--- config.mk ---
export PLATFORM = sky130hd
export DESIGN_NAME = timer_apb_slave
export DESIGN_NICKNAME = d
export VERILOG_FILES = /design/src/rtl/timer_apb_slave.sv
export SDC_FILE = /design/constraint.sdc
export NUM_CORES = 1
export LEC_CHECK = 0
export ABC_AREA = 1
export CAP_MARGIN = 5
export CORE_ASPECT_RATIO = 0.7
export CORE_UTILIZATION = 31
export DETAILED_ROUTE_END_ITERATION = 10
export GPL_TIMING_DRIVEN = 0
export PLACE_DENSITY = 0.57
export SLEW_MARGIN = 10
export SYNTH_ARGS = -nofsm -noshare
export SYNTH_HDL_FRONTEND = slang
export SYNTH_SLANG_ARGS = --single-unit
export TNS_END_PERCENT = 50
--- constraint.sdc ---
create_clock -name pclk -period 3.8 [get_ports pclk]
set_clock_uncertainty 0.15 [all_clocks]
set_input_delay 0.76 -clock pclk [delete_from_list [all_inputs] [get_ports pclk]]
set_output_delay 0.76 -clock pclk [all_outputs]
set_load 0.01 [all_outputs]
--- src/rtl/timer_apb_slave.sv ---
// APB3 register front-end for the timer core: TDR/TCR/TSR/TIER plus read-only TCNT,
// with a fixed number of wait states per access and overflow/underflow status capture.
//
// state    | meaning
// ST_IDLE  | no transfer in progress (also the bus setup cycle)
// ST_WAIT  | access phase, pready=0 while wcnt < WAIT_STATES
// ST_READY | access phase, pready=1 for this single cycle; write commits on its closing edge
module timer_apb_slave #(
   parameter int WAIT_STATES = 0
) (
   input  logic       pclk,
   input  logic       preset,
   input  logic       psel,
   input  logic       penable,
   input  logic       pwrite,
   input  logic [7:0] paddr,
   input  logic [7:0] pwdata,
   output logic [7:0] prdata,
   output logic       pready,
   output logic       pslverr,
   output logic [7:0] tdr_o,
   output logic [1:0] cks_o,
   output logic       en_o,
   output logic       dn_o,
   output logic       load_o,
   input  logic [7:0] cnt_i,
   input  logic       ovf_set_i,
   input  logic       udf_set_i,
   output logic       irq_o
);

   typedef enum logic [1:0] {ST_IDLE, ST_WAIT, ST_READY} state_t;

   localparam logic [3:0] WS = 4'(WAIT_STATES);

   state_t     state, state_nxt;
   logic [3:0] wcnt, wcnt_nxt;

   logic [7:0] tdr;
   logic [1:0] cks;
   logic       en, dn;
   logic [1:0] tsr, tier;
   logic [7:0] prdata_q;
   logic       err_q, load_q;

   logic       setup_hit, addr_err, commit;
   logic [1:0] w1c;
   logic [7:0] rd_mux;

   assign setup_hit = (state == ST_IDLE) && psel && !penable;
   assign addr_err  = (paddr > 8'h04) || (pwrite && paddr == 8'h04);
   assign commit    = (state == ST_READY) && psel && penable && pwrite && !addr_err;
   assign w1c       = (commit && paddr == 8'h02) ? pwdata[1:0] : 2'b00;

   always_comb begin
      rd_mux = 8'h00;
      case (paddr)
         8'h00:   rd_mux = tdr;
         8'h01:   rd_mux = {2'b00, dn, en, 2'b00, cks};
         8'h02:   rd_mux = {6'b0, tsr};
         8'h03:   rd_mux = {6'b0, tier};
         8'h04:   rd_mux = cnt_i;
         default: rd_mux = 8'h00;
      endcase
   end

   always_ff @(posedge pclk) begin
      if (preset) begin
         state <= ST_IDLE;
         wcnt  <= 4'd0;
      end else begin
         state <= state_nxt;
         wcnt  <= wcnt_nxt;
      end
   end

   always_comb begin
      state_nxt = state;
      wcnt_nxt  = wcnt;
      case (state)
         ST_IDLE: begin
            if (psel && !penable) begin
               wcnt_nxt  = 4'd0;
               state_nxt = (WS == 4'd0) ? ST_READY : ST_WAIT;
            end
         end
         ST_WAIT: begin
            if (!psel) begin
               // master dropped psel mid-access: abandon the transfer
               state_nxt = ST_IDLE;
               wcnt_nxt  = 4'd0;
            end else begin
               wcnt_nxt = wcnt + 4'd1;
               if (wcnt_nxt == WS) state_nxt = ST_READY;
            end
         end
         ST_READY: begin
            state_nxt = ST_IDLE;
            wcnt_nxt  = 4'd0;
         end
         default: begin
            state_nxt = ST_IDLE;
            wcnt_nxt  = 4'd0;
         end
      endcase
   end

   always_ff @(posedge pclk) begin
      if (preset) begin
         tdr      <= 8'h00;
         cks      <= 2'b00;
         en       <= 1'b0;
         dn       <= 1'b0;
         tsr      <= 2'b00;
         tier     <= 2'b00;
         prdata_q <= 8'h00;
         err_q    <= 1'b0;
         load_q   <= 1'b0;
      end else begin
         load_q <= commit && (paddr == 8'h01) && pwdata[7];
         // read data is captured at setup and held for the whole access phase
         if (setup_hit) begin
            prdata_q <= (pwrite || addr_err) ? 8'h00 : rd_mux;
            err_q    <= addr_err;
         end else if (state_nxt == ST_IDLE) begin
            prdata_q <= 8'h00;
            err_q    <= 1'b0;
         end
         if (commit) begin
            case (paddr)
               8'h00: tdr <= pwdata;
               8'h01: begin
                  dn  <= pwdata[5];
                  en  <= pwdata[4];
                  cks <= pwdata[1:0];
               end
               8'h03: tier <= pwdata[1:0];
               default: ;
            endcase
         end
         tsr <= {udf_set_i, ovf_set_i} | (tsr & ~w1c);
      end
   end

   assign pready  = (state == ST_READY);
   assign pslverr = pready && err_q;
   assign prdata  = prdata_q;
   assign tdr_o   = tdr;
   assign cks_o   = cks;
   assign en_o    = en;
   assign dn_o    = dn;
   assign load_o  = load_q;
   assign irq_o   = (tsr[0] & tier[0]) | (tsr[1] & tier[1]);

endmodule

==> run metrics <==
status=complete, no violations; final hold vios=0; # clock sinks=32; Port Buffers=54; CTS tree=done; first-pass GRT wire length=6.479 mm; initial core utilization=around a third; Final Setup Violations=0; Reg clk slew, reported paths=around 0.070 ns; Post-Synthesis Net Count=245; Max IR drop VDD=between 150 and 200 uV; worst r2r dst=tdr_o[2]; core area=4479 um2; number of synthesized flops with an enable pin=0; Distinct cells, synth=25; Final Critical Period=between 2 and 2.5 ns; CTS max path bufs=2; cells taking the most area after synthesis=dfxtp_1 43%, nand2_1 12%, nor2_1 10%; n_diodes=0; initial antenna violation count=0; Cell Rows=20; Via density=about 4.6; Hold Buf Count CTS=0; Critical Path Sink Type=output port; postcts setup bufs=0; most frequent cell after synthesis=nand2_1; Clock Latency Late Sink=0.28 ns; MaxCap Viol Count=0; Post-Syn Area per Cell=between 7 and 8 um2; Die W=85.11 um; vias in the first global route=roughly 1400; Min-Delay Endpoint=prdata[0]; Primary FF master, synth=dfxtp_1; design area=roughly 2200 um2; DR WL/cell=between 10 and 15 um; fillers=453; Hold Crit Start=prdata[0]; Yosys reg bits=32; Area Overhead vs Synth=46.83%; Yosys warning total=0; critical path arrival=between 1 and 1.5 ns; Hold Path Class=register to register; die height=60.18 um; largest net degree at the start of global routing=11; RSZ-0062 raised after global routing=false; cell area power density=between 300 and 400 nW/um2; worst-margin pin slew=around 0.45 ns; GR Overflow Total=0; maximum clock frequency=between 400 and 500 MHz; Min-Delay Path Depth=2; Routed WL=4.057 mm; Synth area leader=dfxtp_1; Slew Limit Fails=0; FF-to-FF setup slack=~2.2 ns; Setup TNS Final=0 ns; I/O pin count=55; post-route ant nets=0; Pwr Total=670.9 uW; reg2reg start=state[0]; area of the die=a little over 5000 um2; CP Launch Type=register; Async S/R FF share, synth=0%; Worst EP required=around 2.9 ns; worst-path fanout max=4; share of the synthesized area in the top cell type=roughly 43%; placer's final routability congestion estimate=0.8531; Final #Nets=306; Worst Setup SP=state[1]; vias after detailed routing=approximately 1500; Slew HR=69.85%; P_leak=around 0.00096 uW; period utilization=slightly above 60%; gr usage total=17.06%; post-synthesis sequential area ratio=42.74%; PostCTS Resize Cnt=0; CP Class=register to output port; Num CTS Buffers=5; share of layout cells above drive strength 1=between 9 and 10%; Max H-tree Level=2; DP HPWL=3.051 mm; list of most frequent post-synthesis cells=48 x nand2_1, 40 x nor2_1, 32 x dfxtp_1; Synth Cell Area=about 1500 um2; cells after synthesis=about 210; R2R depth=8; DR DRC count=0; clk root buf=clkbuf_8; initial DRC count=53; DR pass1 iterations=4; DP Area=~2100 um2
[layout make-up]
type / count / area [um2] / area share, %
plain buffers: 1 / 3.754 / 0.1706
clock buffers: 6 / 82.58 / 3.752
clock inverters: 2 / 10.01 / 0.4548
inverters: 27 / 103.9 / 4.719
multi-input cells: 153 / 750.7 / 34.11
flip-flops and latches: 32 / 640.6 / 29.11
well taps: 55 / 68.82 / 3.127
repair buffers: 54 / 540.5 / 24.56
[registers in the layout, summed over array words and instances (netlist names), 2 cells and up]
name    count
tdr_o       8
tier        2
cks_o       2
tsr         2
state       2
prdata      8
wcnt        4
[routing by layer]
metal | GRT usage, % | vias up | wire [um] | part of all wire [%]
met4 | 7.748 | 0 | 13 | 0.32
met3 | 5.525 | 2 | 298 | 7.3
met1 | 23.41 | 667 | 2207 | 54
met5 | 0 | - | 0 | 0
met2 | 24.31 | 48 | 1538 | 38
li1 | - | 804 | - | -
[report_power, final]
part | switching, uW | internal, uW | total [uW]
clock network | 131 | 144 | 276
registers | 1.62 | 338 | 339
logic | 23.0 | 32.9 | 55.9
[metrics by stage]
stage                     hold slack (ns)  utilization [%]  instances  setup WS (ns)
after global placement             0.2952            47.07        322          1.211
after detailed placement           0.2909            47.07        322          1.212
after global routing               0.3243            49.13        330          1.276
after CTS                          0.3098            49.13        330          1.464
after floorplan                    0.2953                -        213          1.849
final                              0.3072            49.13        330          1.479
[kinds of logic after synthesis]
family	synth area share (%)
AOI/OAI and AO/OA	13.52
xor gates and xnor gates	0.5844
adders and majority gates	0.8346
buffers and inverters	7.178
DFF	42.74
and+or+nand+nor	35.14
[worst max-delay path: stages, from the launching register on]
cell	delay, ns
dfxtp_1	0.35
inv_1	0.08
nor3_1	0.14
clkdlybuf4s50_1	0.56
[how the worst max path moves through the flow]
stage / endpoint / slack, ns / cells past startpoint
after floorplan: tdr_o[0] / 1.85 / 10
after global placement: tdr_o[0] / 1.21 / 10
after detailed placement: en_o / 1.21 / 11
after CTS: pslverr / 1.46 / 3
after global routing: prdata[1] / 1.28 / 8
final: pslverr / 1.48 / 3
[placed cells by master, fill, tap and decap left out, types with 2 or more instances in the layout]
cell type        synthesis  routed
nor2_2                   2       2
nand3_1                 10      10
dfxtp_1                 32      32
a21o_1                   4       4
a21oi_1                  8       8
inv_2                    5       5
a22o_1                   2       2
o21ai_0                 19      19
clkinv_2                 0       2
nand2_1                 48      48
inv_1                   20      20
nand2_2                  4       4
clkbuf_8                 0       6
nand4_1                  3       3
clkdlybuf4s50_1          0      54
nor2_1                  40      40
nor3_1                   3       3
nor2_4                   3       3
No activity file was read; power rests on OpenSTA's default activity.
==> RTL change 1, RTL diff (config.mk and constraints unchanged) <==
Re-encode `state_t` (3 states) as one-hot, 3 bits wide.
--- a/src/rtl/timer_apb_slave.sv
+++ b/src/rtl/timer_apb_slave.sv
@@ -29,7 +29,7 @@
    output logic       irq_o
 );
 
-   typedef enum logic [1:0] {ST_IDLE, ST_WAIT, ST_READY} state_t;
+   typedef enum logic [2:0] {ST_IDLE = 3'b001, ST_WAIT = 3'b010, ST_READY = 3'b100} state_t;
 
    localparam logic [3:0] WS = 4'(WAIT_STATES);
 
Formal check against the unedited RTL: same outputs for any inputs over 10 cycles, from zero or initial values and one cycle with preset high; not proved beyond that.
==> RTL change 1 against the original RTL <==
- area after synthesis is 15% higher
- fmax is 4.6% lower
- global-route usage is 0.14 points lower
- worst setup slack worse by 0.11 ns
- first-iteration DRC count is 1.9% lower
- wire length is 13% higher
- sequential power is 4% higher
- sequential cell count is 1 higher
- largest cell class unchanged
- count of clock-buffer cells in the layout is 1 higher
- power is 15% higher
- worst hold slack better by 0.011 ns
- die area is 14% higher
- register-to-register slack worse by 0.18 ns
- design area is 12% higher
==> RTL change 1: results (changes against the original RTL) <==
outcome finished clean; Async S/R FF share, synth 0% (unchanged); Setup WS pre-CTS 1.06 ns (-0.149 ns); Syn Area/Cell 7.13 um^2 (+1.4%); CTS Buf Count 5 (unchanged); Net Sw Power 174 uW (+11%); Syn Nets 273 (+11%); largest fanout on the critical path 3 (-1); GRT Total Usage 16.9% (-0.14 points); port bufs 54 (unchanged); largest net degree at the start of global routing 11 (unchanged); first-pass GRT wire length 7.67 mm (+18%); critical path arrival 1.52 ns (+0.11 ns); peak supply drop 0.111 mV (-29%); worst min-delay path class reg2reg; Clk pin slew, worst setup/hold paths 0.07 ns (about the same); Relative slew margins 67.3% (-2.5 points); Via density 4.65 (+0.79%); layout cell share with drive strength beyond 1 9.57% (+0.48 points); Finish-stage setup viols 0 (unchanged); largest area contributor in the synthesized netlist dfxtp_1; final std cells w/o fill 375 (+14%); Most used DFF post-synth dfxtp_1; post-DP HPWL 3.52 mm (+15%); Placer Congestion 0.765 (-10%); fin nets 334 (+9.2%); # resized after CTS 0 (unchanged); Netlist cell types 28 (+12%); Pins Over Slew Limit 0 (unchanged); Seq/Total Area, Yosys 38.4% (-4.3 points); static leakage 0.00101 uW (+4.9%); Initial DRC Count 52 (-1.9%); Fillers 550 (+21%); commonest cells in the synthesized netlist nand2_1 (51), nor2_1 (36), dfxtp_1 (33); final wirelength 4.58 mm (+13%); postcts setup bufs 0 (unchanged); vias in the first global route 1625 (+15%); top cells by area, synth dfxtp_1 (38%), nand2_1 (11%), nor2_1 (7.9%); placed cells 367 (+14%)
RTL change 1: final cells by class:
class                      count  area [um^2]  area share [%]
clock inverter                 1         30.0            1.22
clock buffer                   7         86.3            3.50
tap                           72         90.1            3.65
timing repair buffer          54          541            21.9
buffer                         5         20.0           0.812
inverter                      27          106            4.31
sequential                    33          661            26.8
multi-input combinational    176          932            37.8
RTL change 1: cell families (layout without fill, tap and decap cells):
kind of cell	after synthesis	after routing	synth area share [%]
AO/OA/AOI/OAI	37	37	11.4
XOR/XNOR	1	1	0.510
adder cells (fa/ha/maj)	1	1	0.728
buffers and inverters	32	94	7.35
flip-flops	33	33	38.4
AND/OR/NAND/NOR	137	137	41.6
RTL change 1: final timing paths:
check                           slack, ns  cells after the start     start   endpoint
worst max-delay path                 1.37                      3  state[1]    pslverr
worst min-delay path                 0.32                      2     err_q      err_q
worst max register to register       2.03                      8  state[1]  prdata[5]
worst min register to register       0.32                      2     err_q      err_q
RTL change 1: worst max-delay path, stage by stage (launching register included):
cell and delay [ns]:
dfxtp_1 0.32, nor3_2 0.23, and2_1 0.16, clkdlybuf4s50_1 0.52
RTL change 1: power groups by stage:
stage	clock network (uW)	registers (uW)	logic [uW]
3_3_place_gp	0	359	74.9
6_report	348	351	74.9
4_1_cts	351	351	75.4
3_5_place_dp	0	359	74.8
5_1_grt	370	351	82.4
2_1_floorplan	0	358	30.4
RTL change 1: layer usage:
layer	part of all wire [%]	global-route usage (%)
met5	0	0
met4	1.0	5.95
met3	6.2	5.00
met2	40	24.0
met1	53	24.0
RTL change 1: through the flow:
step                      instance area (um^2)  power [uW]  hold slack (ns)
after floorplan                           1720         389            0.289
after global placement                    2350         434            0.307
after detailed placement                  2350         434            0.311
after CTS                                 2470         778            0.321
after global routing                      2470         804            0.346
final                                     2470         774            0.319
==> RTL change 2, RTL diff (same flow settings) <==
Made on the original files. Reset style: asynchronous (`preset`), changed in 2 clocked blocks.
--- a/src/rtl/timer_apb_slave.sv
+++ b/src/rtl/timer_apb_slave.sv
@@ -64,7 +64,7 @@
       endcase
    end
 
-   always_ff @(posedge pclk) begin
+   always_ff @(posedge pclk or posedge preset) begin
       if (preset) begin
          state <= ST_IDLE;
          wcnt  <= 4'd0;
@@ -105,7 +105,7 @@
       endcase
    end
 
-   always_ff @(posedge pclk) begin
+   always_ff @(posedge pclk or posedge preset) begin
       if (preset) begin
          tdr      <= 8'h00;
          cks      <= 2'b00;
Formal check against the unedited RTL: differs if preset is asserted again (counterexample within 4 cycles, from zero or initial values and one cycle with preset high); with preset held inactive, the same outputs for 10 cycles.
==> RTL change 2 against the original RTL <==
- design area grew 9.3%
- power grew 0.45%
- area after synthesis grew 12%
- register-to-register slack lost 0.13 ns
- worst setup slack lost 0.066 ns
- die area grew 12%
- sequential cell count is the same
- via count grew 0.72%
- combinational power grew 16%
- wire length grew 3.8%
- clock power shrank 4%
- global-route usage shrank 0.83 points
- final cell count grew 4.2%
- utilization shrank 3.1 points
- critical path type unchanged
==> RTL change 2: results (changes against the original RTL) <==
first-pass GRT wire length 7.21 mm (+11%); Synth Area in XOR/XNOR 1.04% (+0.46 points); met1 wire length 2.26 mm (+2.2%); GRT Total Usage 16.2% (-0.83 points); Worst-Margin Slew 0.676 ns (+0.227 ns); met3 Usage GRT 5.56% (+0.031 points); Post-Synth Adder-Cell Area 0.743% (-0.091 points); peak supply drop 0.163 mV (+5.2%); post-synthesis compound-gate area fraction 8.18% (-5.3 points); drt first pass iters 4 (unchanged); Internal Dissipation 520 uW (+1.0%); largest net degree at the start of global routing 33 (+22); multiplexer share of the synthesized area 0% (unchanged); Syn Area/Cell 8.01 um^2 (+14%); H-Tree Depth 2 (unchanged); Netlist cell types 27 (+8.0%); static leakage 0.00112 uW (+17%); clk root buf clkbuf_8; Fillers 530 (+17%); Antenna Cells 0 (unchanged); total number of vias 1532 (+0.72%); Initial DRC Count 51 (-3.8%); clock buffer depth 2 (unchanged); metal2 WL 1.63 mm (+5.9%); final wirelength 4.21 mm (+3.8%); wire length per cell 12.2 um (-0.45%); flip-flop and latch power 343 uW (+1%); Async S/R FF share, synth 100% (+100 points); layout cell share with drive strength beyond 1 12.1% (+3.0 points); final-report hold violation count 0 (unchanged); Max stage delay on crit path 0.56 ns (about the same); Seq/Total Area, Yosys 47.6% (+4.8 points); met1 Use GR 23.7% (+0.28 points); outcome finished clean; largest fanout on the critical path 5 (+1); commonest cells in the synthesized netlist nand2_1 (69), dfrtp_1 (32), nand3_1 (26); critical path arrival 1.48 ns (+0.07 ns); Syn Nets 242 (-1.2%); delay-heaviest family, CP buffers and inverters; post-DP HPWL 3.18 mm (+4.3%); met2 Track Usage GR 22.5% (-1.8 points); Placer Congestion 0.796 (-6.7%); top cells by area, synth dfrtp_1 (48%), nand2_1 (15%), nand3_1 (7.7%); metal3 WL 298 um (unchanged); CP max stage cell clkdlybuf4s50_1; Power Clock 266 uW (-4%); postcts setup bufs 0 (unchanged); Setup WS pre-CTS 1.18 ns (-0.0281 ns); Clk pin slew, worst setup/hold paths 0.06 ns; CTS Buf Count 5 (unchanged); Top Layer Used met4; Yosys warnings 0 (unchanged); fin nets 303 (-0.98%)
## RTL change 2: cell types whose count changed in the layout (fill, tap and decap cells not counted), moves of 8 or more
cell,delta
nand3_1,+16
dfrtp_1,+32
dfxtp_1,-32
a21oi_1,-8
nand2_1,+21
nor2_1,-29
## RTL change 2: final timing paths
check                      cells after the start       from        end  slack, ns
max                                            3   state[1]    pslverr       1.41
min                                            2  prdata[3]  prdata[3]       0.33
max reg2reg                                    5   state[1]  prdata[5]       2.08
min reg2reg                                    2  prdata[3]  prdata[3]       0.33
max in group asynchronous                      2     preset  prdata[6]       2.31
min in group asynchronous                      2     preset  prdata[3]       0.76
## RTL change 2: cells by family (layout without fill, tap and decap cells)
logic type | count (synthesis) | in the layout
xor+xnor | 2 | 2
simple gates | 124 | 124
flops | 32 | 32
fa+ha+maj | 1 | 1
buf+inv | 27 | 89
compound gates | 24 | 24
## RTL change 2: layout make-up
| class | count | area share [%] |
|---|---|---|
| Sequential cell | 32 | 33.3 |
| Buffer | 2 | 0.780 |
| Clock inverter | 2 | 0.416 |
| Timing Repair Buffer | 54 | 22.5 |
| Multi-Input combinational cell | 151 | 31.9 |
| Tap cell | 72 | 3.74 |
| Inverter | 25 | 3.95 |
| Clock buffer | 6 | 3.43 |
## RTL change 2: worst register-to-register path: stages, from the launching register on
cell,delay [ns]
dfrtp_1,0.42
nor2_1,0.33
nand3_2,0.18
nor3b_4,0.40
nand2_1,0.11
nand2_1,0.08
## RTL change 2: per-stage QoR
step	util [%]	cell area (um^2)	hold slack, ns	power (uW)
2_1_floorplan	-	1680	0.313	371
4_1_cts	46.0	2410	0.339	685
3_3_place_gp	44.2	2310	0.320	414
3_5_place_dp	44.2	2310	0.321	415
6_report	46.0	2410	0.331	674
5_1_grt	46.0	2410	0.363	711
